[src/rtl/resp_misr_compactor.sv]
// Response-capture stage: compacts 14-bit response vectors into a Galois MISR and checks the result against a golden signature.
// Optional build macro RESP_XMASK_EN adds an xmask input that forces masked response bits to zero before compaction.
module resp_misr_compactor #(
  parameter int                RESP_W = 14,
  parameter int                SIG_W  = 16,
  parameter logic [SIG_W-1:0]  POLY   = 16'h1021,
  parameter logic [SIG_W-1:0]  SEED   = 16'h0000,
  parameter int                CNT_W  = 16
) (
  input  logic              clk,
  input  logic              rst_n,
  input  logic              start,
  input  logic [CNT_W-1:0]  num_vec,
  input  logic [SIG_W-1:0]  golden,
`ifdef RESP_XMASK_EN
  input  logic [RESP_W-1:0] xmask,
`endif
  input  logic              resp_valid,
  input  logic [RESP_W-1:0] resp_data,
  output logic              resp_ready,
  output logic              busy,
  output logic              done,
  output logic              pass,
  output logic [SIG_W-1:0]  signature,
  output logic [CNT_W-1:0]  vec_count
);

  typedef enum logic [1:0] {
    IDLE  = 2'd0,
    RUN   = 2'd1,
    CHECK = 2'd2,
    DONE  = 2'd3
  } state_t;

  state_t             state;
  logic [CNT_W-1:0]   num_vec_q;
  logic [SIG_W-1:0]   golden_q;
  logic [RESP_W-1:0]  resp_eff;
  logic [SIG_W-1:0]   sig_next;
  logic [CNT_W-1:0]   cnt_inc;
  logic               accept;

`ifdef RESP_XMASK_EN
  logic [RESP_W-1:0]  xmask_q;
  assign resp_eff = resp_data & ~xmask_q;
`else
  assign resp_eff = resp_data;
`endif

  // Handshake qualifiers decode the state register only, never resp_valid.
  assign resp_ready = (state == RUN);
  assign busy       = (state == RUN) || (state == CHECK);
  assign done       = (state == DONE);
  assign accept     = resp_valid && resp_ready;
  assign cnt_inc    = vec_count + CNT_W'(1);

  always_comb begin
    sig_next = {signature[SIG_W-2:0], 1'b0};
    if (signature[SIG_W-1]) begin
      sig_next = sig_next ^ POLY;
    end
    sig_next = sig_next ^ SIG_W'(resp_eff);
  end

  always_ff @(posedge clk) begin
    if (!rst_n) begin
      state     <= IDLE;
      signature <= SEED;
      vec_count <= '0;
      pass      <= 1'b0;
      num_vec_q <= '0;
      golden_q  <= '0;
`ifdef RESP_XMASK_EN
      xmask_q   <= '0;
`endif
    end else begin
      case (state)
        IDLE, DONE: begin
          if (start) begin
            signature <= SEED;
            vec_count <= '0;
            pass      <= 1'b0;
            num_vec_q <= num_vec;
            golden_q  <= golden;
`ifdef RESP_XMASK_EN
            xmask_q   <= xmask;
`endif
            state     <= (num_vec != '0) ? RUN : CHECK;
          end
        end
        RUN: begin
          if (accept) begin
            signature <= sig_next;
            vec_count <= cnt_inc;
            // Compare against the incremented count so the last beat never wraps the counter.
            if (cnt_inc == num_vec_q) begin
              state <= CHECK;
            end
          end
        end
        CHECK: begin
          pass  <= (signature == golden_q);
          state <= DONE;
        end
        default: state <= IDLE;
      endcase
    end
  end

endmodule

[config.mk]
export PLATFORM = sky130hd
export DESIGN_NAME = resp_misr_compactor
export DESIGN_NICKNAME = d
export VERILOG_FILES = /design/src/rtl/resp_misr_compactor.sv
export SDC_FILE = /design/constraint.sdc
export NUM_CORES = 1
export LEC_CHECK = 0
export CAP_MARGIN = 20
export CORE_UTILIZATION = 53
export DETAILED_ROUTE_END_ITERATION = 12
export PLACE_DENSITY = 0.87
export SYNTH_ARGS = -nofsm -noshare
export SYNTH_HDL_FRONTEND = slang
export SYNTH_SLANG_ARGS = --single-unit
[constraint.sdc]
create_clock -name clk -period 4.28 [get_ports clk]
set_input_delay 1.284 -clock clk [delete_from_list [all_inputs] [get_ports clk]]
set_output_delay 1.284 -clock clk [all_outputs]
set_load 0.01 [all_outputs]
==> summary.txt, run 1 <==
STA
  • Post-route setup TNS: 0 ns
  • Fin Clk Skew: 0.00820 ns
  • Final cycle utilization of the critical path: 0.752
  • Final max-slew violation count: 0
  • Max Clock Freq: 0.311 GHz
  • Worst-Margin Slew: 0.607 ns
  • Setup ws final: 1.06 ns
  • Final worst path period need: 3.22 ns
  • Slew HR: 0.591
  • Hold Vio Cnt, Final: 0
  • # setup viols final: 0
  • Unrepaired setup endpoints after global routing: no

Worst setup path
  • Crit end category: register
  • Critical path arrival: 3.47 ns
  • CP Data Required Time: 4.53 ns
  • Worst reg2reg path depth: 8
  • FF-to-FF End: state[0]
  • Reg-to-reg slack, setup: 1.43 ns
  • Critical Setup Path Class: primary input to register
  • Worst-path maximum fanout: 4
  • Worst r2r src: vec_count[0]
  • Type of origin of the critical path: primary input

Logic synthesis
  • Fraction of synthesized cell area in xor and xnor cells: 0.135
  • Mean Syn Cell Area: 8.08 um^2
  • Synth Register Bits: 67
  • Sequential share of the synthesized area: 0.382
  • Mapped Nets: 488
  • Synth warn: 0
  • Post-synthesis compound-gate area fraction: 0.181
  • Synth Area in Simple Gates: 0.240
  • Syn Inst Count: 434
  • Post-synthesis adder-cell area fraction: 0.0143
  • Synthesized area: 0.00351 mm^2
  • Area leader, netlist: dfxtp_1
  • Post-synth EDFFs: 0
  • FFs w/ async S/R, synth: 0
  • Synth area leaders: dfxtp_1 (38%), xnor2_1 (8.5%), nand2_1 (7.9%)
  • Post-synthesis mux area share: 0.00571
  • Synth top area share: 0.382
  • Top_reg_cell synth: dfxtp_1
  • Synth unique cells: 49
  • Main combinational cell family by area after synthesis: simple AND/OR/NAND/NOR gates

Worst hold path
  • Hold_sp: pass
  • Worst Hold Class: register to register
  • WHS Endpoint: pass
  • Hold path depth: 2

Clock tree
  • Max Root-Sink Buffers: 2
  • Hold_buf cts: 0
  • Clk Latency, worst-skew pair: 0.33 ns
  • Root Driver: clkbuf_8
  • # H-tree levels: 3
  • Post-CTS Setup Inserts: 0
  • Clock Pin Slew Worst Setup and Hold Paths: 0.07 ns
  • Num CTS Buffers: 9
  • Post-cts sizing count: 0
  • Clock Sinks: 67
  • CTS tree: yes

Place
  • Hpwl dp: 6650 um
  • Port bufs: 85
  • Final GP Congestion: 0.959
  • Pre-CTS WS: 0.736 ns

Power
  • NetSw: 0.801 mW
  • Comb pwr share: 0.379
  • Pwr dens: 473 mW/mm^2
  • Clk pwr share: 0.252
  • P_leak: 1.70 nW
  • Pint: 1.39 mW
  • Worst vdd ir: 0.000260 V
  • Sw frac: 0.365
  • Sequential share of power: 0.370

Global route
  • Total track usage: 0.274
  • Pin count of the biggest net entering global routing: 67
  • First-pass GRT wire length: 15400 um
  • Initial antenna violation count: 0
  • Vias in the first global route: 3283
  • Congestion Overflow GR: 0

Floorplan
  • Die H: 83.3 um
  • FP Rows: 29
  • Starting density of the core: 0.549
  • Ports: 86
  • Chip width: 83.3 um
  • Die area: 0.00695 mm^2
  • Core area: 0.00639 mm^2

Detailed routing
  • Post-route DRC violation count: 0
  • TritonRoute pass-1 iters: 5
  • DRT Wirelength: 9450 um
  • Iter 0 DRT Violations: 299
  • Antenna viol nets, final: 0
  • Via count: 3444
  • Routed length per placed instance: 16.0 um
  • Via density: 5.84

Cells and area
  • Share of cells above drive strength 1: 0.0819
  • N_diodes: 0
  • Fin util: 0.726
  • NumNets Final: 562
  • Area grow syn2layout: 32.2%

Status
  • Outcome: complete, no violations

Job
  • Number of max-cap violations: 0
[per-stage QoR]
| stage | total power [mW] | instances | hold slack [ns] | instance area [um^2] |
|---|---|---|---|---|
| finish | 2.19 | 590 | 0.465 | 4640 |
| global route | 2.31 | 590 | 0.484 | 4640 |
| CTS | 2.16 | 588 | 0.469 | 4590 |
| detailed placement | 1.62 | 572 | 0.460 | 4380 |
| global placement | 1.59 | 572 | 0.447 | 4380 |
| floorplan | 1.34 | 434 | 0.436 | 3510 |
[state kept, by name, indices dropped and copies added (netlist names)]
signal and cells:
signature 16, golden_q 16, vec_count 16, num_vec_q 16, pass 1, state 2
[metal layers]
metal / track usage / share of wire
met1: 0.335 / 0.41
met2: 0.468 / 0.49
met3: 0.0417 / 0.056
met4: 0.138 / 0.040
met5: 0 / 0
[worst max-delay path by stage]
stage | slack [ns] | end | startpoint
global placement | 0.84 | state[1] | start
global route | 0.98 | state[0] | start
CTS | 1.07 | state[0] | start
detailed placement | 0.74 | state[0] | start
finish | 1.06 | state[0] | start
floorplan | 1.51 | state[1] | resp_valid
[layout by cell type (no fill, tap or decap), drive strengths merged, types with 2 or more instances in the layout]
cell type      count
nand4             13
a211o              2
a21oi             55
clkinv             2
nor4               8
clkdlybuf4s50     85
and4               2
nor3               4
a31oi              5
a21o               2
buf                7
o21ai             17
xnor2             34
nand3              7
or4                3
dfxtp             67
or3                3
a22oi             17
nand2             74
clkbuf            12
xor2              20
ha                 4
mux2i              2
a211oi             5
and3               4
inv                7
nor2              38
nand3b             4
[power by group through the flow]
stage | logic (mW) | clock network, mW | registers (mW)
floorplan | 0.538 | 0 | 0.804
global placement | 0.771 | 0 | 0.817
detailed placement | 0.795 | 0 | 0.823
CTS | 0.799 | 0.554 | 0.809
global route | 0.907 | 0.585 | 0.822
finish | 0.830 | 0.552 | 0.811
[Yosys cell counts, types with 2 or more instances]
| master | instances |
|---|---|
| a211oi_1 | 3 |
| a211oi_2 | 2 |
| a21oi_1 | 55 |
| a22oi_1 | 17 |
| a31oi_1 | 5 |
| and3_1 | 3 |
| and4_1 | 2 |
| buf_1 | 4 |
| buf_2 | 3 |
| clkbuf_1 | 21 |
| dfxtp_1 | 67 |
| ha_1 | 4 |
| inv_1 | 7 |
| mux2i_1 | 2 |
| nand2_1 | 74 |
| nand3_1 | 6 |
| nand3b_1 | 4 |
| nand4_1 | 11 |
| nand4_4 | 2 |
| nor2_1 | 37 |
| nor3_1 | 3 |
| nor4_1 | 6 |
| nor4_4 | 2 |
| o21ai_0 | 16 |
| or3_2 | 2 |
| xnor2_1 | 34 |
| xor2_1 | 20 |
[cell families after synthesis]
kind of cell / count (synthesis)
xor+xnor: 54
simple gates: 164
buf+inv: 36
fa+ha+maj: 4
flops: 67
compound gates: 107
mux: 2
[worst max-delay path: stages]
cell and delay (ns):
clkdlybuf4s50_1 0.52, nor2b_1 0.07, a21oi_1 0.22, nand4_1 0.12
or4_4 0.56, nor4_4 0.34, a211oi_1 0.14, a211oi_2 0.21
[area by class of cell]
class,instances,area (um^2)
Clock inverter,4,47.5
Tap cell,77,96.3
Fill cell,506,1750
Sequential cell,67,1340
Clock buffer,12,165
Multi-Input combinational cell,331,2020
Inverter,7,26.3
Timing Repair Buffer,92,936
Note: power is estimated with default switching activity, not from simulation.
==> run 2, diff against run 1 <==
- CORE_UTILIZATION: 53 -> 50
- PLACE_DENSITY: 0.87 -> 0.83
- clock period: 4.28 -> 3 ns (I/O delays scaled with it)
==> run 2 against run 1 <==
Routed wire length is 1.7% lower. Count of clock-buffer cells in the layout is 3 lower. Via count is 0.78% lower. Non-clock buffer count is 8 higher. Clock power is 70% higher. First-iteration DRC count is 39% lower. Global-route usage is 1.1 points lower. Cell count is 4.6% higher. Sequential cell count stayed put. Setup slack worse by 0.94 ns. Critical path type unchanged.
==> summary.txt, run 2 (synthesized netlist as in run 1, its figures left out) <==
Global route
  • Pin count of the biggest net entering global routing: 67 (unchanged)
  • Initial antenna violation count: 0 (unchanged)
  • First-pass GRT wire length: 15300 um (-1.0%)
  • Total track usage: 0.263 (-0.0114)
  • Congestion Overflow GR: 0 (unchanged)
  • Vias in the first global route: 3287 (+0.12%)

Clock tree
  • Num CTS Buffers: 9 (unchanged)
  • Clk Latency, worst-skew pair: 0.35 ns (+0.02 ns)
  • Max Root-Sink Buffers: 2 (unchanged)
  • Root Driver: clkbuf_8
  • CTS tree: yes
  • Clock Sinks: 67 (unchanged)
  • # H-tree levels: 3 (unchanged)
  • Hold_buf cts: 0 (unchanged)
  • Post-cts sizing count: 0 (unchanged)
  • Clock Pin Slew Worst Setup and Hold Paths: 0.08 ns (about the same)
  • Post-CTS Setup Inserts: 0 (unchanged)

Power
  • Worst vdd ir: 0.000393 V (+51%)
  • Sw frac: 0.360 (-0.00490)
  • P_leak: 1.75 nW (+2.9%)
  • Comb pwr share: 0.360 (-0.019)
  • Pwr dens: 688 mW/mm^2 (+46%)
  • Sequential share of power: 0.353 (-0.017)
  • Pint: 2.09 mW (+50%)
  • NetSw: 1.17 mW (+47%)
  • Clk pwr share: 0.287 (+0.035)

Floorplan
  • Die H: 85.8 um (+2.9%)
  • Starting density of the core: 0.516 (-0.0330)
  • Die area: 0.00735 mm^2 (+5.9%)
  • FP Rows: 30 (+3.4%)
  • Chip width: 85.8 um (+2.9%)
  • Ports: 86 (unchanged)
  • Core area: 0.00679 mm^2 (+6.4%)

Cells and area
  • Share of cells above drive strength 1: 0.0960 (+0.0141)
  • # fillers: 565 (+12%)
  • Commonest non-fill, non-tap cell in the layout: clkdlybuf4s50_1
  • Area grow syn2layout: 35.0%
  • Non-filler cells, final: 617 (+4.6%)
  • Commonest cells after routing, fill and taps aside: clkdlybuf4s50_1 (85), nand2_1 (74), dfxtp_1 (67)
  • NumNets Final: 570 (+1.4%)
  • N_diodes: 0 (unchanged)

Detailed routing
  • Via density: 5.54 (-5.1%)
  • Antenna viol nets, final: 0 (unchanged)
  • TritonRoute pass-1 iters: 4 (-1)
  • DRT Wirelength: 9280 um (-1.7%)
  • Routed length per placed instance: 15.0 um (-6.0%)
  • Via count: 3417 (-0.78%)
  • Iter 0 DRT Violations: 182 (-39%)
  • Post-route DRC violation count: 0 (unchanged)

STA
  • Fin Clk Skew: 0.00743 ns (-0.000776 ns)
  • Max Clock Freq: 0.348 GHz
  • Worst-Margin Slew: 0.711 ns (+0.103 ns)
  • Final max-slew violation count: 0 (unchanged)
  • Hold Vio Cnt, Final: 0 (unchanged)
  • Unrepaired setup endpoints after global routing: no
  • # setup viols final: 0 (unchanged)
  • Final worst path period need: 2.88 ns
  • Final cycle utilization of the critical path: 0.959
  • Post-route setup TNS: 0 ns (unchanged)
  • Slew HR: 0.526 (-0.0652)

Status
  • Outcome: complete, no violations

Worst setup path
  • Crit end category: register
  • Critical path arrival: 3.15 ns (-0.32 ns)
  • Buf+Inv Stages, Crit Path: 1 (unchanged)
  • Crit-path cells: clkdlybuf4s50_1, nor2b_1, a21oi_1, nand4_1, or4_4, nor4_4, a211oi_1, a211oi_2
  • Number of cells on the critical path: 8 (unchanged)
  • CP Data Required Time: 3.27 ns (-1.26 ns)
  • Worst-path maximum fanout: 3 (-1)
  • Worst reg2reg path depth: 9 (+1)
  • CP max stage cell: or4_4
  • Type of origin of the critical path: primary input
  • Cell family with most CP delay: simple AND/OR/NAND/NOR gates
  • Slowest stage delay, CP: 0.57 ns (about the same)
  • Critical Setup Path Class: primary input to register

Place
  • Port bufs: 85 (unchanged)
  • DP Cell Count: 601 (+5.1%)
  • Hpwl dp: 6550 um (-1.6%)
  • Final GP Congestion: 1.04 (+8.3%)

Worst hold path
  • Worst Hold Class: register to register
  • Hold path depth: 2 (unchanged)

Job
  • Number of max-cap violations: 0 (unchanged)
[run 2: area by class of cell]
class	instances	area, um^2	area share
clock inverters	7	125	0.0264
clock buffers	9	124	0.0262
flip-flops and latches	67	1340	0.283
multi-input cells	331	2020	0.427
well taps	96	120	0.0254
inverters	7	26.3	0.00555
repair buffers	100	976	0.206
[run 2: metrics by stage]
| step | cell area [um^2] | hold slack [ns] | utilization | setup WS (ns) | power (mW) |
|---|---|---|---|---|---|
| after global routing | 4740 | 0.486 | 0.697 | 0.00797 | 3.43 |
| after global placement | 4490 | 0.451 | 0.660 | -0.0181 | 2.29 |
| after CTS | 4740 | 0.472 | 0.697 | 0.121 | 3.26 |
| after detailed placement | 4490 | 0.462 | 0.660 | -0.237 | 2.33 |
| after floorplan | 3510 | 0.436 | - | 0.539 | 1.91 |
| final | 4740 | 0.472 | 0.697 | 0.123 | 3.26 |
[run 2: power by group through the flow]
stage / registers (mW) / logic (mW) / clock network (mW)
2_1_floorplan: 1.15 / 0.767 / 0
3_3_place_gp: 1.16 / 1.13 / 0
3_5_place_dp: 1.17 / 1.17 / 0
4_1_cts: 1.15 / 1.17 / 0.938
5_1_grt: 1.17 / 1.29 / 0.975
6_report: 1.15 / 1.17 / 0.936
[run 2: path summary, 6_finish.rpt]
check,from,endpoint,slack (ns)
max reg2reg,state[0],state[0],0.19
min reg2reg,pass,pass,0.47
min,pass,pass,0.47
max,start,state[0],0.12
[run 2: routing by layer]
metal  GRT usage  share of wire  vias to the layer above
met5           0              0                        -
met4       0.112          0.026                        0
met3      0.0654          0.059                       22
met2       0.439           0.49                      127
met1       0.323           0.43                     1599
li1            -              -                     1669
[run 2: worst register-to-register path, delay by kind of cell, from the launching register on]
kind                       cells  cell delay (ns)
AOI/OAI and AO/OA              3             0.64
adders and majority gates      1             0.37
buffers and inverters          1             0.07
DFF                            1             0.42
and+or+nand+nor                4             1.25
==> run 3, diff against run 2 <==
- HOLD_SLACK_MARGIN: not set -> 0.15
==> results of run 3 <==
Same layout as run 2: the final DEF is identical, and so are final timing and power.
